[src/rtl/adder_driver_pkg.sv]
// Shared types and default parameters for the adder self-test driver.
package adder_driver_pkg;

    typedef enum logic [2:0] {
        S_IDLE,
        S_DRIVE,
        S_WAIT,
        S_NEXT,
        S_DONE
    } state_t;

    localparam int DEF_WIDTH   = 1;
    localparam int DEF_TIMEOUT = 4;
    localparam int DEF_SETTLE  = 0;

    // Bits needed to count up to the last WAIT cycle (SETTLE+TIMEOUT-1).
    function automatic int timer_bits(input int settle, input int timeout);
        return (settle + timeout > 1) ? $clog2(settle + timeout) : 1;
    endfunction

endpackage

[src/rtl/adder_driver_timer.sv]
// WAIT-state timer: arms the answer comparison once the settle window has
// passed and flags the last cycle in which a match is still accepted.
module adder_driver_timer
    import adder_driver_pkg::*;
#(
    parameter int TIMEOUT = DEF_TIMEOUT,
    parameter int SETTLE  = DEF_SETTLE
) (
    input  logic clk,
    input  logic rst_n,
    input  logic clear,
    input  logic advance,
    output logic armed,
    output logic expired
);

    localparam int TW = timer_bits(SETTLE, TIMEOUT);
    localparam logic [TW-1:0] LAST_V = TW'(SETTLE + TIMEOUT - 1);

    logic [TW-1:0] count;

    // Cycle counter, restarted for every vector and stepped while waiting.
    always_ff @(posedge clk or negedge rst_n) begin
        if (!rst_n) begin
            count <= '0;
        end else if (clear) begin
            count <= '0;
        end else if (advance) begin
            count <= count + TW'(1);
        end
    end

    // With no settle window the comparison is live from the first WAIT cycle.
    if (SETTLE == 0) begin : g_no_settle
        assign armed = 1'b1;
    end else begin : g_settle
        localparam logic [TW-1:0] SETTLE_V = TW'(SETTLE);
        assign armed = (count >= SETTLE_V);
    end

    assign expired = (count == LAST_V);

endmodule

[src/rtl/adder_driver.sv]
// Exhaustive adder test driver: walks every operand pair in ascending order,
// waits for the responder's answer and tallies passes and failures.
module adder_driver
    import adder_driver_pkg::*;
#(
    parameter int WIDTH   = DEF_WIDTH,
    parameter int TIMEOUT = DEF_TIMEOUT,
    parameter int SETTLE  = DEF_SETTLE
) (
    input  logic               clk,
    input  logic               rst_n,
    input  logic               start,
    output logic [WIDTH-1:0]   operand1,
    output logic [WIDTH-1:0]   operand2,
    input  logic [WIDTH:0]     ans,
    output logic               busy,
    output logic               done,
    output logic [2*WIDTH:0]   pass_cnt,
    output logic [2*WIDTH:0]   fail_cnt,
    output logic               first_fail_valid,
    output logic [2*WIDTH-1:0] first_fail_idx,
    output logic               all_pass
);

    localparam int IW = 2 * WIDTH;
    localparam logic [IW-1:0] LAST_IDX = '1;

    state_t          state;
    logic [IW-1:0]   idx;
    logic [WIDTH:0]  expect_sum;
    logic            armed;
    logic            expired;
    logic            match;

    assign expect_sum = {1'b0, operand1} + {1'b0, operand2};
    assign match      = armed && (ans == expect_sum);

    adder_driver_timer #(
        .TIMEOUT(TIMEOUT),
        .SETTLE (SETTLE)
    ) u_timer (
        .clk    (clk),
        .rst_n  (rst_n),
        .clear  (state == S_DRIVE),
        .advance(state == S_WAIT && !match && !expired),
        .armed  (armed),
        .expired(expired)
    );

    // Run sequencer; all status outputs are registered here.
    always_ff @(posedge clk or negedge rst_n) begin
        if (!rst_n) begin
            state            <= S_IDLE;
            idx              <= '0;
            operand1         <= '0;
            operand2         <= '0;
            busy             <= 1'b0;
            done             <= 1'b0;
            pass_cnt         <= '0;
            fail_cnt         <= '0;
            first_fail_valid <= 1'b0;
            first_fail_idx   <= '0;
            all_pass         <= 1'b0;
        end else begin
            case (state)
                S_IDLE, S_DONE: begin
                    if (start) begin
                        idx              <= '0;
                        pass_cnt         <= '0;
                        fail_cnt         <= '0;
                        first_fail_valid <= 1'b0;
                        first_fail_idx   <= '0;
                        done             <= 1'b0;
                        all_pass         <= 1'b0;
                        busy             <= 1'b1;
                        state            <= S_DRIVE;
                    end
                end
                S_DRIVE: begin
                    operand1 <= idx[IW-1:WIDTH];
                    operand2 <= idx[WIDTH-1:0];
                    state    <= S_WAIT;
                end
                S_WAIT: begin
                    if (match) begin
                        pass_cnt <= pass_cnt + 1'b1;
                        state    <= S_NEXT;
                    end else if (expired) begin
                        fail_cnt <= fail_cnt + 1'b1;
                        if (!first_fail_valid) begin
                            first_fail_idx <= idx;
                        end
                        first_fail_valid <= 1'b1;
                        state            <= S_NEXT;
                    end
                end
                S_NEXT: begin
                    if (idx == LAST_IDX) begin
                        // fail_cnt is final here: it only moves in WAIT.
                        done     <= 1'b1;
                        busy     <= 1'b0;
                        all_pass <= (fail_cnt == '0);
                        state    <= S_DONE;
                    end else begin
                        idx   <= idx + 1'b1;
                        state <= S_DRIVE;
                    end
                end
                default: state <= S_IDLE;
            endcase
        end
    end

endmodule

[config.mk]
export PLATFORM = sky130hd
export DESIGN_NAME = adder_driver
export DESIGN_NICKNAME = d
export VERILOG_FILES = /design/src/rtl/adder_driver_pkg.sv /design/src/rtl/adder_driver_timer.sv /design/src/rtl/adder_driver.sv
export SDC_FILE = /design/constraint.sdc
export NUM_CORES = 1
export LEC_CHECK = 0
export CORE_ASPECT_RATIO = 1.4
export CORE_UTILIZATION = 54
export CTS_BUF_LIST = sky130_fd_sc_hd__clkbuf_16
export CTS_CLUSTER_DIAMETER = 200
export DETAILED_ROUTE_END_ITERATION = 8
export DONT_BUFFER_PORTS = 1
export GPL_TIMING_DRIVEN = 0
export PLACE_DENSITY = 0.72
export REMOVE_ABC_BUFFERS = 1
export SLEW_MARGIN = 10
export SYNTH_ARGS = -nofsm -noshare
export SYNTH_HDL_FRONTEND = slang
export SYNTH_SLANG_ARGS = --single-unit
[constraint.sdc]
create_clock -name clk -period 1.8 [get_ports clk]
set_input_delay 0 -clock clk [delete_from_list [all_inputs] [get_ports clk]]
set_output_delay 0 -clock clk [all_outputs]
set_load 0.05 [all_outputs]
==> out/metrics.yaml, run 1 <==
worst_setup_path:
  cp_data_required_time_ns: 1.91
  r2r_slack_ns: 0.08
  path_class: "reg2reg"
  reg2reg_depth: 5
  startpoint_type: "flip-flop"
  worstReg2RegStart: "operand1$_DFFE_PN0P_"
  cp.arrival_ns: 1.84
  r2r-end: "fail_cnt[0]$_DFFE_PN0P_"
  crit_fanout: 6
  worst_setup_path_end_kind: "flip-flop"
timing:
  fin_skew_ns: 0.00402
  setup_tns_ns: 0
  setup_violations: 0
  max_freq_mhz: 581
  min_period_ns: 1.72
  max-slew-margin-rel: 0.362
  slew_viol_final: 0
  rsz0062_at_grt: "no"
  timing.final.crit_share: 0.957
  hold_viol: 0
  worstMarginPinSlew_ns: 0.954
floorplan:
  ios: 19
  initial_utilization: 0.577
  dieArea_mm2: 0.00206
  die_w_um: 38.6
  rows: 18
  die_y_um: 53.3
  coreArea_mm2: 0.00176
logic_synthesis:
  ys_async_sr_fraction: 1.00
  synthesis.area_mm2: 0.00101
  synth-edff-count: 0
  synth_ff_type: "dfrtp_1"
  seq_area_frac_synth: 0.519
  ys_types: 30
  ys_warn_count: 0
  post_synth.cell_area_avg_um2: 11.3
  synth_seq_cells: 21
  netlist_instances: 90
grt:
  antenna_found_initial: 0
  grt_pass1_vias: 614
  grt_pass1_wl_mm: 2.79
  gr-total-overflow: 0
  grt.busiest_layer: "met2"
  met3_usage: 0.0588
  grt_max_degree: 22
  grt_use_met1: 0.244
  met2_usage: 0.319
  grt_usage: 0.202
clock_network:
  clockBufferDepth: 2
  h-tree-depth: 1
  cts_buffers: 3
  cts_tree: "yes"
  path_clk_slew_ns: 0.06
  cts_sinks: 21
  root_buffer: "clkbuf_16"
  insertion_delay_ns: 0.25
drt:
  final_antenna_net_count: 0
  drtIter0Drc: 7
  via_per_inst: 5.95
  drc_errors: 0
  routed_wl_mm: 1.80
  wl_per_cell_um: 15.6
  first_pass_iters: 4
  vias: 684
power_and_ir_drop:
  power_switching_uw: 979
  p_int_mw: 1.26
  cellPowerDensity_mw_per_mm2: 1880
  power_switching_share: 0.437
  power_mw: 2.24
  p_leak_nw: 0.554
  comb_power_share: 0.313
  irDropWorstVdd_mv: 1.30
  clkPwrFrac: 0.207
  seq_power_share: 0.481
worst_hold_path:
  hp-class: "in2reg"
  hold_depth: 3
  hp-start: "ans[1]"
  whs_endpoint: "pass_cnt[2]$_DFFE_PN0P_"
placed_design:
  gp_congestion: 0.755
  placed_cells: 108
  placed_area_mm2: 0.00103
  dpl.hpwl_mm: 1.26
  io_buffer_count: 0
layout:
  fill_cells: 134
  drive_gt1_frac: 0.158
  final_common_cell: "dfrtp_1"
  final_cell_area_mm2: 0.00119
  diodes: 0
  syn_to_final_growth_pct: 17.3
  instances_no_fill: 115
  layout.nets: 107
  final_cell_mix: "19 x dfrtp_1, 12 x nand2_1, 8 x inv_1"
outcome:
  status: "finished clean"
job:
  drv_cap: 0
## cells in the mapped netlist, drive strengths merged, types with 2 or more instances
cell type  count  area (um2)
xnor2          2        17.5
nand3          4        20.0
or3b           2        17.5
mux2i          3        30.0
dfrtp         21         526
nand2         13        51.3
nand3b         2        27.5
mux2           2        22.5
a21boi         2        15.0
o211ai         2        15.0
inv            7        26.3
nor2           2        7.51
o21ai          7        35.0
ha             6        75.1
a32o           2        20.0
## worst max path at each step
stage	to	slack, ns	cells past startpoint	from
floorplan	u_timer.count[1]$_DFFE_PN0P_	-0.24	5	operand2$_DFFE_PN0P_
global placement	u_timer.count[1]$_DFFE_PN0P_	-0.34	5	operand1$_DFFE_PN0P_
detailed placement	u_timer.count[1]$_DFFE_PN0P_	-0.42	5	operand1$_DFFE_PN0P_
CTS	u_timer.count[1]$_DFFE_PN0P_	0.04	5	operand1$_DFFE_PN0P_
global route	first_fail_idx[1]$_DFFE_PN0P_	0.01	4	state[0]$_DFFE_PN0P_
finish	fail_cnt[0]$_DFFE_PN0P_	0.08	5	operand1$_DFFE_PN0P_
## timing repair
action	in CTS	in global routing
endpoints found under the setup margin	12	1
gates resized for setup	6	1
buffers inserted	0	1
hold endpoints to repair	22	0
pin swaps	1	2
hold buffers	2	0
## power by group through the flow
stage	clock (mW)	combinational [mW]	sequential (mW)
after floorplan	0	0.472	1.03
after global placement	0	0.532	1.06
after detailed placement	0	0.563	1.07
after CTS	0.472	0.681	1.08
after global routing	0.488	0.776	1.10
final	0.462	0.700	1.08
## area by class of cell
class | instances | area [um2] | area share
multi-input combinational | 60 | 503 | 0.423
inverter | 7 | 26.3 | 0.0221
sequential | 21 | 528 | 0.444
clock buffer | 3 | 75.1 | 0.0632
clock inverter | 1 | 3.75 | 0.00316
tap | 20 | 25.0 | 0.0211
timing repair buffer | 3 | 27.5 | 0.0232
## per-stage QoR
step                      hold WS (ns)   util  setup WS, ns
after floorplan                 -0.296      -        -0.236
after global routing            0.0725  0.677        0.0103
after CTS                       0.0534  0.666        0.0443
after global placement          -0.295  0.586        -0.341
final                           0.0555  0.677        0.0779
after detailed placement        -0.295  0.586        -0.424
## registers in the layout, indices dropped and copies added, names as in the netlist, 2 cells and up
register,flops
fail_cnt,3
pass_cnt,3
state,3
first_fail_idx,2
idx,2
u_timer.count,2
## logic make-up (layout without fill, tap and decap cells)
group | count (synthesis) | after routing | synth area share
compound gates | 18 | 18 | 0.133
flops | 21 | 21 | 0.519
fa+ha+maj | 6 | 6 | 0.0741
mux | 5 | 5 | 0.0519
simple gates | 28 | 28 | 0.162
xor+xnor | 3 | 3 | 0.0259
buf+inv | 9 | 14 | 0.0346
## routing by layer
metal	vias to the layer above	share of wire
li1	328	-
met1	329	0.42
met2	22	0.50
met3	5	0.057
met4	0	0.026
met5	-	0
## worst max-delay path, stage by stage (launching register included)
cell      delay [ns]
dfrtp_2         0.53
ha_4            0.30
xnor2_4         0.16
a211oi_4        0.35
nand3b_1        0.15
o21ai_0         0.09
Note: power is estimated with default switching activity, not from simulation.
==> inputs of run 2 (changes only) <==
--- a/config.mk
+++ b/config.mk
@@ -14,6 +14,7 @@
 export GPL_TIMING_DRIVEN = 0
 export PLACE_DENSITY = 0.72
 export REMOVE_ABC_BUFFERS = 1
+export SETUP_SLACK_MARGIN = 0.1
 export SLEW_MARGIN = 10
 export SYNTH_ARGS = -nofsm -noshare
 export SYNTH_HDL_FRONTEND = slang
==> run 2 against run 1 <==
Effect of this change: final cell count down 0.87%; routed wire length rose by 0.11%; total power is 0.11% higher; die area unchanged; largest power group unchanged; combinational power barely moved; worst setup slack got worse by 0.0034 ns; largest cell class unchanged.
==> out/metrics.yaml, run 2 (synthesized netlist as in run 1, its figures left out) <==
grt:
  grt_pass1_wl_mm: 2.89  # +3.5%
  grt_pass1_vias: 631  # +2.8%
  gr-total-overflow: 0  # unchanged
  grt_usage: 0.208  # +0.00605
  grt_max_degree: 22  # unchanged
  antenna_found_initial: 0  # unchanged
clock_network:
  clockBufferDepth: 2  # unchanged
  insertion_delay_ns: 0.25  # about the same
  cts_sinks: 21  # unchanged
  path_clk_slew_ns: 0.06  # about the same
  h-tree-depth: 1  # unchanged
  cts_tree: "yes"
  cts_buffers: 3  # unchanged
  root_buffer: "clkbuf_16"
worst_setup_path:
  crit_fanout: 4  # -2
  startpoint_type: "flip-flop"
  worstPathCellList: "ha_4 > xnor2_4 > a211o_1 > xor2_1 > nor2_1"
  worst_setup_path_end_kind: "flip-flop"
  cp_data_required_time_ns: 1.92  # about the same
  critical_path_buf_inv_count: 0  # unchanged
  path_class: "reg2reg"
  cp_slowest_cell: "dfrtp_2"
  critPathTopFamily: "flip-flops"
  cp.arrival_ns: 1.84  # about the same
  critPathMaxStageDelay_ns: 0.53  # about the same
placed_design:
  dpl.hpwl_mm: 1.26  # unchanged
  placed_area_mm2: 0.00103  # unchanged
  gp_congestion: 0.755  # unchanged
  io_buffer_count: 0  # unchanged
layout:
  diodes: 0  # unchanged
  final_cell_area_mm2: 0.00119  # -0.21%
  final_cell_mix: "19 x dfrtp_1, 12 x nand2_1, 8 x inv_1"
  final_core_util: 0.675  # -0.00142
  layout.nets: 106  # -0.93%
  final_common_cell: "dfrtp_1"
  drive_gt1_frac: 0.170  # +0.0123
  top_regs: "fail_cnt (3), pass_cnt (3), state (3)"
  syn_to_final_growth_pct: 17.0
timing:
  min_period_ns: 1.73  # +0.00344 ns
  rsz0062_at_grt: "yes"
  worstMarginPinSlew_ns: 0.948  # -0.00655 ns
  slew_viol_final: 0  # unchanged
  hold_viol: 0  # unchanged
  setup_violations: 0  # unchanged
  max_freq_mhz: 580  # -0.20%
  max-slew-margin-rel: 0.366  # +0.00438
  timing.final.crit_share: 0.959  # +0.00191
  fin_skew_ns: 0.00278  # -0.00124 ns
drt:
  vias: 673  # -1.6%
  via_per_inst: 5.90  # -0.75%
  drtIter0Drc: 5  # -2
  final_antenna_net_count: 0  # unchanged
  drc_errors: 0  # unchanged
  routed_wl_mm: 1.80  # +0.11%
  wl_per_cell_um: 15.8  # +0.99%
  first_pass_iters: 4  # unchanged
outcome:
  status: "finished clean"
floorplan:
  rows: 18  # unchanged
  ios: 19  # unchanged
  dieArea_mm2: 0.00206  # unchanged
  die_w_um: 38.6  # unchanged
  die_y_um: 53.3  # unchanged
  initial_utilization: 0.577  # unchanged
  coreArea_mm2: 0.00176  # unchanged
worst_hold_path:
  hp-class: "in2reg"
power_and_ir_drop:
  power_mw: 2.24  # +0.11%
  cellPowerDensity_mw_per_mm2: 1890  # +0.32%
  p_leak_nw: 0.551  # -0.65%
  irDropWorstVdd_mv: 1.12  # -14%
job:
  drv_cap: 0  # unchanged
[run 2: cell count changes in the layout (fill, tap and decap cells not counted)]
cell | before | now
buf_4 | 1 | 0
o21ai_0 | 7 | 6
o21ai_1 | 0 | 1
or3b_4 | 0 | 2
or3b_1 | 2 | 0
[run 2: layout make-up]
cell class	instances	area [um2]
Clock inverter	1	3.75
Inverter	7	26.3
Fill cell	132	571
Clock buffer	3	75.1
Sequential cell	21	528
Tap cell	20	25.0
Multi-Input combinational cell	60	508
Timing Repair Buffer	2	20.0
[run 2: stage by stage]
step | hold WS (ns) | setup TNS, ns | cells | setup WS, ns
3_3_place_gp | -0.295 | -2.54 | 108 | -0.341
6_report | 0.0585 | 0 | 114 | 0.0745
5_1_grt | 0.0749 | -0.0104 | 114 | -0.00905
4_1_cts | 0.0541 | 0 | 114 | 0.0760
2_1_floorplan | -0.296 | -1.44 | 88 | -0.236
3_5_place_dp | -0.295 | -3.25 | 108 | -0.424
[run 2: power breakdown]
| group | switching, mW | internal (mW) | total (mW) |
|---|---|---|---|
| Clock | 0.168 | 0.296 | 0.464 |
| Combinational | 0.354 | 0.346 | 0.700 |
| Sequential | 0.456 | 0.621 | 1.08 |
| Total | 0.978 | 1.26 | 2.24 |
[run 2: tightest hold or removal path, stage by stage]
cell	delay, ns
xnor2_4	0.08
nand3b_4	0.12
o31ai_1	0.07
[run 2: worst paths after layout]
kind | end | cells after the start | slack, ns | startpoint
max in group asynchronous | operand1$_DFFE_PN0P_ | 1 | 0.82 | rst_n
max | u_timer.count[0]$_DFFE_PN0P_ | 5 | 0.07 | operand2$_DFFE_PN0P_
min | pass_cnt[2]$_DFFE_PN0P_ | 3 | 0.06 | ans[1]
max reg2reg | u_timer.count[0]$_DFFE_PN0P_ | 5 | 0.07 | operand2$_DFFE_PN0P_
min reg2reg | u_timer.count[1]$_DFFE_PN0P_ | 2 | 0.55 | u_timer.count[1]$_DFFE_PN0P_
min in group asynchronous | state[1]$_DFFE_PN0P_ | 1 | 0.34 | rst_n
[run 2: per-layer routing]
metal	track usage	share of wire	up-vias
met3	0.0588	0.047	2
met4	0.103	0.0089	0
li1	-	-	325
met1	0.252	0.42	329
met2	0.331	0.52	17
met5	0	0	-
[run 2: timing repair]
action	CTS	global route
gates cloned	0	0
gates resized for setup	8	2
setup endpoints to repair	12	7
hold buffers	2	0
endpoints found under the hold margin	22	0
buffers inserted	0	0
pin swaps	5	2
